--- config.mk ---
export PLATFORM = sky130hd
export DESIGN_NAME = univ_shift_reg
export DESIGN_NICKNAME = d
export VERILOG_FILES = /design/src/rtl/usr_pkg.sv /design/src/rtl/usr_burst_ctrl.sv /design/src/rtl/univ_shift_reg.sv
export SDC_FILE = /design/constraint.sdc
export NUM_CORES = 1
export LEC_CHECK = 0
export BUFFER_PORTS_ARGS = -buffer_cell sky130_fd_sc_hd__buf_2
export CORE_AREA = 2 2 55 57
export CTS_CLUSTER_SIZE = 12
export DETAILED_ROUTE_END_ITERATION = 8
export DIE_AREA = 0 0 57 59
export GPL_TIMING_DRIVEN = 1
export PLACE_DENSITY_LB_ADDON = 0.3
export SLEW_MARGIN = 20
export SYNTH_ARGS = -nofsm -noshare
export SYNTH_HDL_FRONTEND = slang
export SYNTH_SLANG_ARGS = --single-unit
--- constraint.sdc ---
create_clock -name clk -period 2.8 [get_ports clk]
set_input_delay 0.7 -clock clk [delete_from_list [all_inputs] [get_ports clk]]
set_output_delay 0.7 -clock clk [all_outputs]
set_load 0.05 [all_outputs]
--- src/rtl/usr_pkg.sv ---
// Shared definitions for the universal shift register: mode encodings,
// burst controller state type and a counter-sizing helper.
package usr_pkg;

  localparam logic [2:0] MODE_HOLD = 3'b000;
  localparam logic [2:0] MODE_LOAD = 3'b001;
  localparam logic [2:0] MODE_SHL  = 3'b010;
  localparam logic [2:0] MODE_SHR  = 3'b011;
  localparam logic [2:0] MODE_ROL  = 3'b100;
  localparam logic [2:0] MODE_ROR  = 3'b101;
  localparam logic [2:0] MODE_CLR  = 3'b110;
  localparam logic [2:0] MODE_RSVD = 3'b111;

  typedef enum logic [1:0] {
    BURST_IDLE  = 2'b00,
    BURST_SHIFT = 2'b01,
    BURST_DONE  = 2'b10
  } burst_state_e;

  // Number of bits needed to count 0..value-1; never less than one bit.
  function automatic int clog2(input int value);
    int r;
    r = 1;
    for (int i = 1; i < 31; i++) begin
      if ((1 << i) < value) r = i + 1;
    end
    return r;
  endfunction

endpackage

--- src/rtl/usr_burst_ctrl.sv ---
// Burst serialiser control: tracks the remaining shifts of a burst and
// produces the load/shift strobes for the data register plus busy/done.
module usr_burst_ctrl
  import usr_pkg::*;
#(
  parameter int WIDTH = 4
) (
  input  logic clk,
  input  logic rst_n,
  input  logic en,
  input  logic start,
  output logic load,
  output logic shift,
  output logic busy,
  output logic done
);

  localparam int CNT_W = clog2(WIDTH);
  localparam logic [CNT_W-1:0] CNT_LAST = CNT_W'(WIDTH - 1);

  burst_state_e     state_q, state_d;
  logic [CNT_W-1:0] cnt_q, cnt_d;

  // State and shift counter; an async reset aborts any burst without a done pulse.
  always_ff @(posedge clk or negedge rst_n) begin
    if (!rst_n) begin
      state_q <= BURST_IDLE;
      cnt_q   <= '0;
    end else begin
      state_q <= state_d;
      cnt_q   <= cnt_d;
    end
  end

  // Next state: DONE lasts one edge whatever en does; the cnt==0 cycle ends
  // the burst instead of shifting, so busy spans exactly WIDTH enabled cycles.
  always_comb begin
    state_d = state_q;
    cnt_d   = cnt_q;
    load    = 1'b0;
    shift   = 1'b0;
    unique case (state_q)
      BURST_SHIFT: begin
        if (en) begin
          if (cnt_q == '0) begin
            state_d = BURST_DONE;
          end else begin
            shift = 1'b1;
            cnt_d = cnt_q - CNT_W'(1);
          end
        end
      end
      default: begin
        state_d = BURST_IDLE;
        if (en && start) begin
          state_d = BURST_SHIFT;
          cnt_d   = CNT_LAST;
          load    = 1'b1;
        end
      end
    endcase
  end

  assign busy = (state_q == BURST_SHIFT);
  assign done = (state_q == BURST_DONE);

endmodule

--- src/rtl/univ_shift_reg.sv ---
// Universal register: mode-selected hold/load/shift/rotate/clear with serial
// ports at both ends, plus an LSB-first burst serialiser driven by start.
module univ_shift_reg
  import usr_pkg::*;
#(
  parameter int               WIDTH     = 4,
  parameter logic [WIDTH-1:0] RESET_VAL = '0
) (
  input  logic             clk,
  input  logic             rst_n,
  input  logic             en,
  input  logic [2:0]       mode,
  input  logic [WIDTH-1:0] d,
  input  logic             sin_l,
  input  logic             sin_r,
  input  logic             start,
  output logic [WIDTH-1:0] q,
  output logic             sout_lsb,
  output logic             sout_msb,
  output logic             busy,
  output logic             done
);

  logic [WIDTH-1:0] q_q, q_d;
  logic             burst_load;
  logic             burst_shift;

  usr_burst_ctrl #(
    .WIDTH(WIDTH)
  ) u_burst_ctrl (
    .clk  (clk),
    .rst_n(rst_n),
    .en   (en),
    .start(start),
    .load (burst_load),
    .shift(burst_shift),
    .busy (busy),
    .done (done)
  );

  // Data register.
  always_ff @(posedge clk or negedge rst_n) begin
    if (!rst_n) q_q <= RESET_VAL;
    else        q_q <= q_d;
  end

  // Next data: burst load/shift first, mode ignored while a burst owns q.
  always_comb begin
    q_d = q_q;
    if (burst_load) begin
      q_d = d;
    end else if (burst_shift) begin
      q_d = {sin_r, q_q[WIDTH-1:1]};
    end else if (en && !busy) begin
      unique case (mode)
        MODE_LOAD: q_d = d;
        MODE_SHL:  q_d = {q_q[WIDTH-2:0], sin_l};
        MODE_SHR:  q_d = {sin_r, q_q[WIDTH-1:1]};
        MODE_ROL:  q_d = {q_q[WIDTH-2:0], q_q[WIDTH-1]};
        MODE_ROR:  q_d = {q_q[0], q_q[WIDTH-1:1]};
        MODE_CLR:  q_d = '0;
        default:   q_d = q_q;
      endcase
    end
  end

  assign q        = q_q;
  assign sout_lsb = q_q[0];
  assign sout_msb = q_q[WIDTH-1];

endmodule

==> results of run 1 <==
## where the power goes
group          leakage, nW  switching (mW)  internal (mW)  total [mW]
registers           0.0957          0.0536          0.171       0.225
clock network       0.0138          0.0382         0.0490      0.0872
logic                0.258           0.388          0.195       0.583
## logic make-up (layout without fill, tap and decap cells)
family | after synthesis | after routing
AO/OA/AOI/OAI | 26 | 26
XOR/XNOR | 1 | 1
adder cells (fa/ha/maj) | 1 | 1
buffers and inverters | 11 | 29
flip-flops | 8 | 8
multiplexers | 4 | 4
AND/OR/NAND/NOR | 23 | 23
## registers in the layout, indices dropped and copies added (netlist names)
| register | count |
|---|---|
| u_burst_ctrl.cnt_q | 2 |
| q | 4 |
| u_burst_ctrl.state_q | 2 |
## metrics by stage
step / area, um2 / std cells
4_1_cts: 778 / 123
6_report: 778 / 123
5_1_grt: 778 / 123
3_3_place_gp: 756 / 120
2_1_floorplan: 664 / 74
3_5_place_dp: 756 / 120
## area by class of cell
type                    count  area, um2
clock buffers               3       22.5
fillers                   335       1930
inverters                   6       22.5
multi-input cells          55        394
flip-flops and latches      8        200
well taps                  31       38.8
repair buffers             20        100
## routing by layer
metal,track usage,share of wire
met4,0.0399,0
met1,0.153,0.50
met5,0,0
met2,0.161,0.45
met3,0.0153,0.046
## critical path, delay by kind of cell, from the launching register on
kind,cells,cell delay (ps)
buffers and inverters,2,430
flip-flops,1,380
AND/OR/NAND/NOR,1,170
## path summary, 6_finish.rpt
kind	startpoint	to	slack (ps)
worst max-delay path	u_burst_ctrl.state_q[1]$_DFFE_PN0P_	busy	880
worst min-delay path	rst_n	q[3]$_DFFE_PN0P_	280
worst max register to register	u_burst_ctrl.cnt_q[0]$_DFFE_PN0P_	q[3]$_DFFE_PN0P_	980
worst min register to register	u_burst_ctrl.cnt_q[1]$_DFFE_PN0P_	u_burst_ctrl.cnt_q[1]$_DFFE_PN0P_	490
max in group asynchronous	rst_n	u_burst_ctrl.state_q[0]$_DFFE_PN0P_	2350
min in group clk	u_burst_ctrl.cnt_q[1]$_DFFE_PN0P_	u_burst_ctrl.cnt_q[1]$_DFFE_PN0P_	490
## cell usage in the layout (no fill, tap or decap)
master	synthesis	final
buf_2	0	20
dfrtp_1	8	8
nand2_1	6	6
a21oi_1	6	6
inv_1	5	5
nor2_1	5	5
o21ai_0	5	5
nand3_1	3	3
o31ai_1	3	3
clkbuf_4	0	3
mux2_4	2	2
nor3b_1	2	2
a221oi_1	2	2
mux2_2	2	2
nand2b_4	1	1
inv_2	1	1
nor2b_1	1	1
nand3b_1	1	1
o21a_1	1	1
and4bb_2	1	1
xor2_1	1	1
o32ai_1	1	1
or2_4	1	1
a31oi_4	1	1
a21oi_2	1	1
and3_1	1	1
or2_2	1	1
o211ai_1	1	1
a21o_2	1	1
o22ai_1	1	1
a21o_1	1	1
a22o_1	1	1
a22oi_1	1	1
ha_1	1	1
==> run metrics, run 1 <==
status=completed; cell with the most instances after synthesis=dfrtp_1; GRT Util Overall=0.106; Post-synth EDFFs=0; Crit Path Max Fanout=7; Starting DRT DRC Count=9; worst setup margin=880 ps; via-per-instance ratio=4.82; Synthesis Warnings=0; Die Wd=57 um; largest family of logic cells by synthesized area=compound AO/OA/AOI/OAI gates; Syn Std Cell Area=664 um2; hold_ws=281 ps; clock slew at reported path FFs=60 ps; Largest stage delay, worst path=380 ps; largest area contributor in the netlist=dfrtp_1; Layout Utilization=0.287; number of core rows=19; worst rel slew slack=0.685; CTS buffer count=3; Routability Congestion=0.754; Post-Synth Simple-Gate Area=0.200; CP Capture Type=output port; critical-path cell list=nand2b_4, inv_2, buf_2; largest net degree at the start of global routing=10; adder-cell area share of the yosys netlist=0.0188; mean routed wirelength per cell=12.9 um; synthesis-stage register bit count=8; Core Region=2710 um2; ANT cells=0; post-place setup slack=688 ps; Worst Setup Start Kind=register; hold_buf cts=0; worst-margin pin slew=472 ps; R2R depth=7; Max Fclk=521 MHz; grt ovf=0; sequential share of the synthesized area=0.301; unrepaired setup endpoints after global routing=false; period utilisation layout=0.686; CTS root buffer=clkbuf_4; Post-Synth XOR/XNOR Area=0.0132; Die Y-Extent=59 um; Area growth syn-to-layout=17.1%; worst path required time=2100 ps; Starting Density=0.245; DRC viols=0; TritonCTS clock tree=yes; mux cell area share after synthesis=0.0791; synthesized net count=88; initial antenna violation count=0; PostCTS Resize Cnt=0; final WL=1.59 mm; clock skew=5.13 ps; P_leak=0.367 nW; layout cells sized above 1=0.380; Syn Inst Count=74; Tmin final=1920 ps; Slew Limit Fails=0; Yosys cell types=35; Synth async-reset ratio=1.00; max-cap violation count=0; syn avg cell area=8.98 um2; VDD IR max=0.000663 V; htree depth=1; Clock Sinks=8; Post-DP HPWL=1.32 mm; setup violators final=0; die area=3360 um2; Hold Vio Cnt, Final=0; Pwr Total=0.895 mW; Layout Nets=108; maximum buffer depth of the clock tree=2; vias in the first global route=628; commonest cells in the netlist=dfrtp_1 (8), a21oi_1 (6), nand2_1 (6); I/O pin total=21; worst-skew pair later-pin latency=250 ps; via count=593; setup bufs post-CTS=0; Hold Crit Class=in -> async; slowest stage cell on the critical path=dfrtp_1; DRT Pass-1 Iters=4; ys flop type=dfrtp_1; first-pass GRT wire length=2.79 mm; Data arrival, critical path=1220 ps; ANT nets after route=0; Compound-Gate Fraction of Synth Area=0.282; pwr dens=1150 nW/um2; Critical Setup Path Class=reg -> out; area share of the largest cell type after synthesis=0.301; PortBufs=20; Fin Setup TNS=0 ps; Area contributors post-synth=dfrtp_1 (30%), a21oi_1 (4.5%), mux2_4 (4.5%)
(Power assumes the default switching activity.)
==> run 2, diff against run 1 <==
==> constraint.sdc (replaced) <==
create_clock -name clk -period 1.8 [get_ports clk]
set_input_delay 0.45 -clock clk [delete_from_list [all_inputs] [get_ports clk]]
set_output_delay 0.45 -clock clk [all_outputs]
set_load 0.05 [all_outputs]
==> run metrics, run 2 (synthesis results as in run 1) <==
status=completed; worst-skew pair later-pin latency=270 ps; clock power share=0.100; Data arrival, critical path=1890 ps; mean routed wirelength per cell=13.7 um; vias in the first global route=594; Tmin final=1730 ps; largest net degree at the start of global routing=10; Pwr Total=1.48 mW; layout cells sized above 1=0.449; Starting Density=0.245; Max Fclk=576 MHz; Layout Nets=114; number of core rows=19; post-place setup slack=11.6 ps; Starting DRT DRC Count=11; via count=647; Fin Setup TNS=0 ps; Reg power frac=0.236; Psw=0.787 mW; ANT nets after route=0; sw frac=0.531; commonest non-fill, non-tap cell in the layout=buf_2; post-route cell area=845 um2; Hold Vio Cnt, Final=0; Clock Sinks=8; max FFs per register=4; # fillers=311; I/O pin total=21; worst rel slew slack=0.798; Post-DP HPWL=1.40 mm; initial antenna violation count=0; P_leak=0.396 nW; die area=3360 um2; Worst Setup Start Kind=register; worst setup margin=65.4 ps; pwr dens=1750 nW/um2; Hold Crit Class=in -> async; via-per-instance ratio=5.02; VDD IR max=0.000741 V; worst path required time=1950 ps; Die Wd=57 um; GRT Util Overall=0.109; Area growth syn-to-layout=27.1%; Crit Path Max Fanout=5; clock slew at reported path FFs=60 ps; unrepaired setup endpoints after global routing=false; Layout Utilization=0.312; grt ovf=0; R2R Setup Slk=70 ps; TritonCTS clock tree=yes; htree depth=1; DRC viols=0; period utilisation layout=0.964; clock skew=3.37 ps; DRT Pass-1 Iters=4; max-cap violation count=0; first-pass GRT wire length=2.82 mm; ANT cells=0; PortBufs=20; Die Y-Extent=59 um; setup bufs post-CTS=0; combinational power share=0.665; Slew Limit Fails=0; Routability Congestion=0.879; most frequent cells in the layout=buf_2 (20), dfrtp_1 (8), nand2_1 (6), a21oi_1 (6), buf_4 (6); CP Capture Type=register; Critical Setup Path Class=reg -> reg; maximum buffer depth of the clock tree=2; hold_buf cts=0; CTS root buffer=clkbuf_4; final WL=1.77 mm; setup violators final=0; CTS buffer count=3; Internal=0.694 mW; worst-margin pin slew=302 ps; Core Region=2710 um2; DP Area=801 um2
## run 2: per-layer routing
layer  vias up  routed length (um)  GRT usage
li1        315                   -          -
met3         5                 112     0.0197
met5         -                   0          0
met2        24                 741      0.151
met1       303                 876      0.162
met4         0                  34     0.0498
## run 2: layout make-up
| class | count | area [um2] | share of cell area |
|---|---|---|---|
| Multi-Input combinational cell | 55 | 415 | 0.492 |
| Sequential cell | 8 | 200 | 0.237 |
| Timing Repair Buffer | 26 | 145 | 0.172 |
| Tap cell | 31 | 38.8 | 0.0459 |
| Clock buffer | 3 | 22.5 | 0.0267 |
| Inverter | 6 | 22.5 | 0.0267 |
## run 2: worst paths after layout
| kind | startpoint | endpoint | cells past startpoint |
|---|---|---|---|
| worst max-delay path | u_burst_ctrl.cnt_q[1]$_DFFE_PN0P_ | q[0]$_DFFE_PN0P_ | 7 |
| worst min-delay path | rst_n | q[2]$_DFFE_PN0P_ | 1 |
| worst max register to register | u_burst_ctrl.cnt_q[1]$_DFFE_PN0P_ | q[0]$_DFFE_PN0P_ | 7 |
| worst min register to register | u_burst_ctrl.cnt_q[1]$_DFFE_PN0P_ | u_burst_ctrl.cnt_q[1]$_DFFE_PN0P_ | 1 |
| max in group asynchronous | rst_n | u_burst_ctrl.state_q[0]$_DFFE_PN0P_ | 1 |
| min in group clk | u_burst_ctrl.cnt_q[1]$_DFFE_PN0P_ | u_burst_ctrl.cnt_q[1]$_DFFE_PN0P_ | 1 |
## run 2: critical path, cell delays in order (launching register included)
cell      delay, ps
dfrtp_1         370
inv_1           100
ha_4            150
and4bb_2        280
a21oi_1         120
o32ai_1         100
mux2_4          260
mux2_4          250
## run 2: metrics by stage
step,hold WS [ps],instances
after CTS,28.8,129
final,22.7,129
after detailed placement,310,126
after floorplan,154,74
after global placement,308,126
after global routing,39.5,129
## run 2: power groups by stage
stage          sequential (mW)  clock [mW]  combinational (mW)
2_1_floorplan            0.489           0               0.602
6_report                 0.349       0.148               0.984
3_3_place_gp             0.348           0               0.935
4_1_cts                  0.350       0.150               0.947
3_5_place_dp             0.353           0               0.943
5_1_grt                  0.369       0.156                1.06
## run 2: what timing repair did
item                       4_1_cts  5_1_grt
gates resized for setup          0        5
hold endpoints to repair         0        0
setup endpoints to repair        0        3
==> run 3, diff against run 2 <==
--- a/config.mk
+++ b/config.mk
@@ -6,12 +6,13 @@
 export NUM_CORES = 1
 export LEC_CHECK = 0
 export BUFFER_PORTS_ARGS = -buffer_cell sky130_fd_sc_hd__buf_2
-export CORE_AREA = 2 2 55 57
+export CORE_AREA = 2 2 65 49
 export CTS_CLUSTER_SIZE = 12
 export DETAILED_ROUTE_END_ITERATION = 8
-export DIE_AREA = 0 0 57 59
+export DIE_AREA = 0 0 67 51
 export GPL_TIMING_DRIVEN = 1
 export PLACE_DENSITY_LB_ADDON = 0.3
+export SETUP_SLACK_MARGIN = 0.4
 export SLEW_MARGIN = 20
 export SYNTH_ARGS = -nofsm -noshare
 export SYNTH_HDL_FRONTEND = slang
==> run metrics, run 3 (synthesis results as in run 1) <==
status=completed; DRT Pass-1 Iters=3; crit path buf inv count=1; Die Wd=67 um; GRT Util Overall=0.122; # fillers=335; via-per-instance ratio=4.66; max FFs per register=4; pwr dens=1810 nW/um2; number of core rows=17; TritonCTS clock tree=yes; critical-path cell list=inv_1, ha_2, and4bb_2, a21oi_2, o32ai_1, mux2_4, mux2_4; unrepaired setup endpoints after global routing=true; P_leak=0.459 nW; CTS root buffer=clkbuf_8; worst-skew pair later-pin latency=230 ps; most frequent cells in the layout=buf_2 (16), buf_4 (14), dfrtp_1 (7); Area growth syn-to-layout=52.0%; layout cells sized above 1=0.571; Largest stage delay, worst path=370 ps; die area=3420 um2; mean routed wirelength per cell=13.0 um; DP Area=850 um2; worst path required time=1910 ps; Critical Path Source=u_burst_ctrl.cnt_q[0]$_DFFE_PN0P_; hold_buf cts=0; htree depth=1; Post-DP HPWL=1.36 mm; Crit Path Max Fanout=3; max-cap violation count=0; Tmin final=1710 ps; Fin Setup TNS=0 ps; Critical Setup Path Class=reg -> reg; Starting Density=0.230; clock skew=2.89 ps; r2r startpoint=u_burst_ctrl.cnt_q[0]$_DFFE_PN0P_; PortBufs=20; period utilisation layout=0.948; Slew Limit Fails=0; Worst Setup Start Kind=register; setup violators final=0; Die Y-Extent=51 um; first-pass GRT wire length=3.15 mm; commonest non-fill, non-tap cell in the layout=buf_2; Crit path top cell by count=mux2_4; via count=667; VDD IR max=0.00102 V; initial antenna violation count=0; Max Fclk=586 MHz; Clock Sinks=8; largest net degree at the start of global routing=10; Starting DRT DRC Count=13; Hold Vio Cnt, Final=0; Worst path top cell family by delay=multiplexers; area occupied by multi-input gates=474 um2; ANT nets after route=0; Data arrival, critical path=1820 ps; I/O pin total=21; DRC viols=0; CTS buffer count=3; CP Capture Type=register; Layout Nets=120; Hold Crit Class=in -> async; post-route cell area=1010 um2; clock slew at reported path FFs=40 ps; slowest stage cell on the critical path=dfrtp_1; worst rel slew slack=0.723; Routability Congestion=0.848; maximum buffer depth of the clock tree=2; vias in the first global route=678; ANT cells=0; grt ovf=0; Reg area=201 um2; worst-margin pin slew=412 ps; final WL=1.86 mm; Pwr Total=1.83 mW; Core Region=2890 um2
run 3: cell types whose count changed in the layout (fill, tap and decap cells not counted), moves of 3 or more:
cell / delta
buf_2: -4
clkbuf_8: +3
buf_4: +8
clkbuf_4: -3
run 3: area by class of cell:
cell class                 count  share of cell area
inverter                       6              0.0297
clock buffer                   4              0.0446
sequential                     8               0.200
timing repair buffer          32               0.209
multi-input combinational     55               0.470
tap                           38              0.0471
run 3: final timing paths:
path / endpoint / slack (ps) / depth (start not counted)
min in group clk: u_burst_ctrl.cnt_q[1]$_DFFE_PN0P_ / 470 / 1
setup reg to reg: q[0]$_DFFE_PN0P_ / 90 / 7
hold / removal: q[1]$_DFFE_PN0P_ / 50 / 1
max in group asynchronous: q[3]$_DFFE_PN0P_ / 1560 / 1
hold reg to reg: u_burst_ctrl.cnt_q[1]$_DFFE_PN0P_ / 470 / 1
setup / recovery: q[0]$_DFFE_PN0P_ / 90 / 7
run 3: routing by layer:
metal | track usage | part of all wire | vias up | wire length [um]
li1 | - | - | 327 | -
met1 | 0.164 | 0.45 | 325 | 848
met2 | 0.188 | 0.50 | 11 | 927
met3 | 0.0198 | 0.023 | 4 | 43
met4 | 0.0578 | 0.024 | 0 | 44
met5 | 0 | 0 | - | 0
run 3: report_power, final:
part	internal, mW	switching, mW
Clock	0.154	0.0731
Sequential	0.269	0.0880
Combinational	0.513	0.729
Total	0.936	0.890
run 3: repair_timing:
item                                    in CTS  in global routing
endpoints found under the setup margin       7                  9
setup buffers                                6                  1
pin swaps                                    2                  4
hold endpoints to repair                     0                  0
resized for setup                            8                  9
run 3: worst reg2reg max path, stage by stage (launching register included):
cell	delay, ps
dfrtp_1	370
inv_1	60
ha_2	180
and4bb_2	270
a21oi_2	110
o32ai_1	80
mux2_4	260
mux2_4	260
run 3: stage by stage:
| step | instances | hold slack (ps) | setup slack (ps) | util |
|---|---|---|---|---|
| after floorplan | 74 | 154 | 91.0 | - |
| after global placement | 132 | 301 | 16.7 | 0.294 |
| after detailed placement | 132 | 302 | 15.9 | 0.294 |
| after CTS | 142 | 56.8 | 105 | 0.334 |
| after global routing | 143 | 61.0 | 23.8 | 0.349 |
| final | 143 | 54.0 | 93.1 | 0.349 |
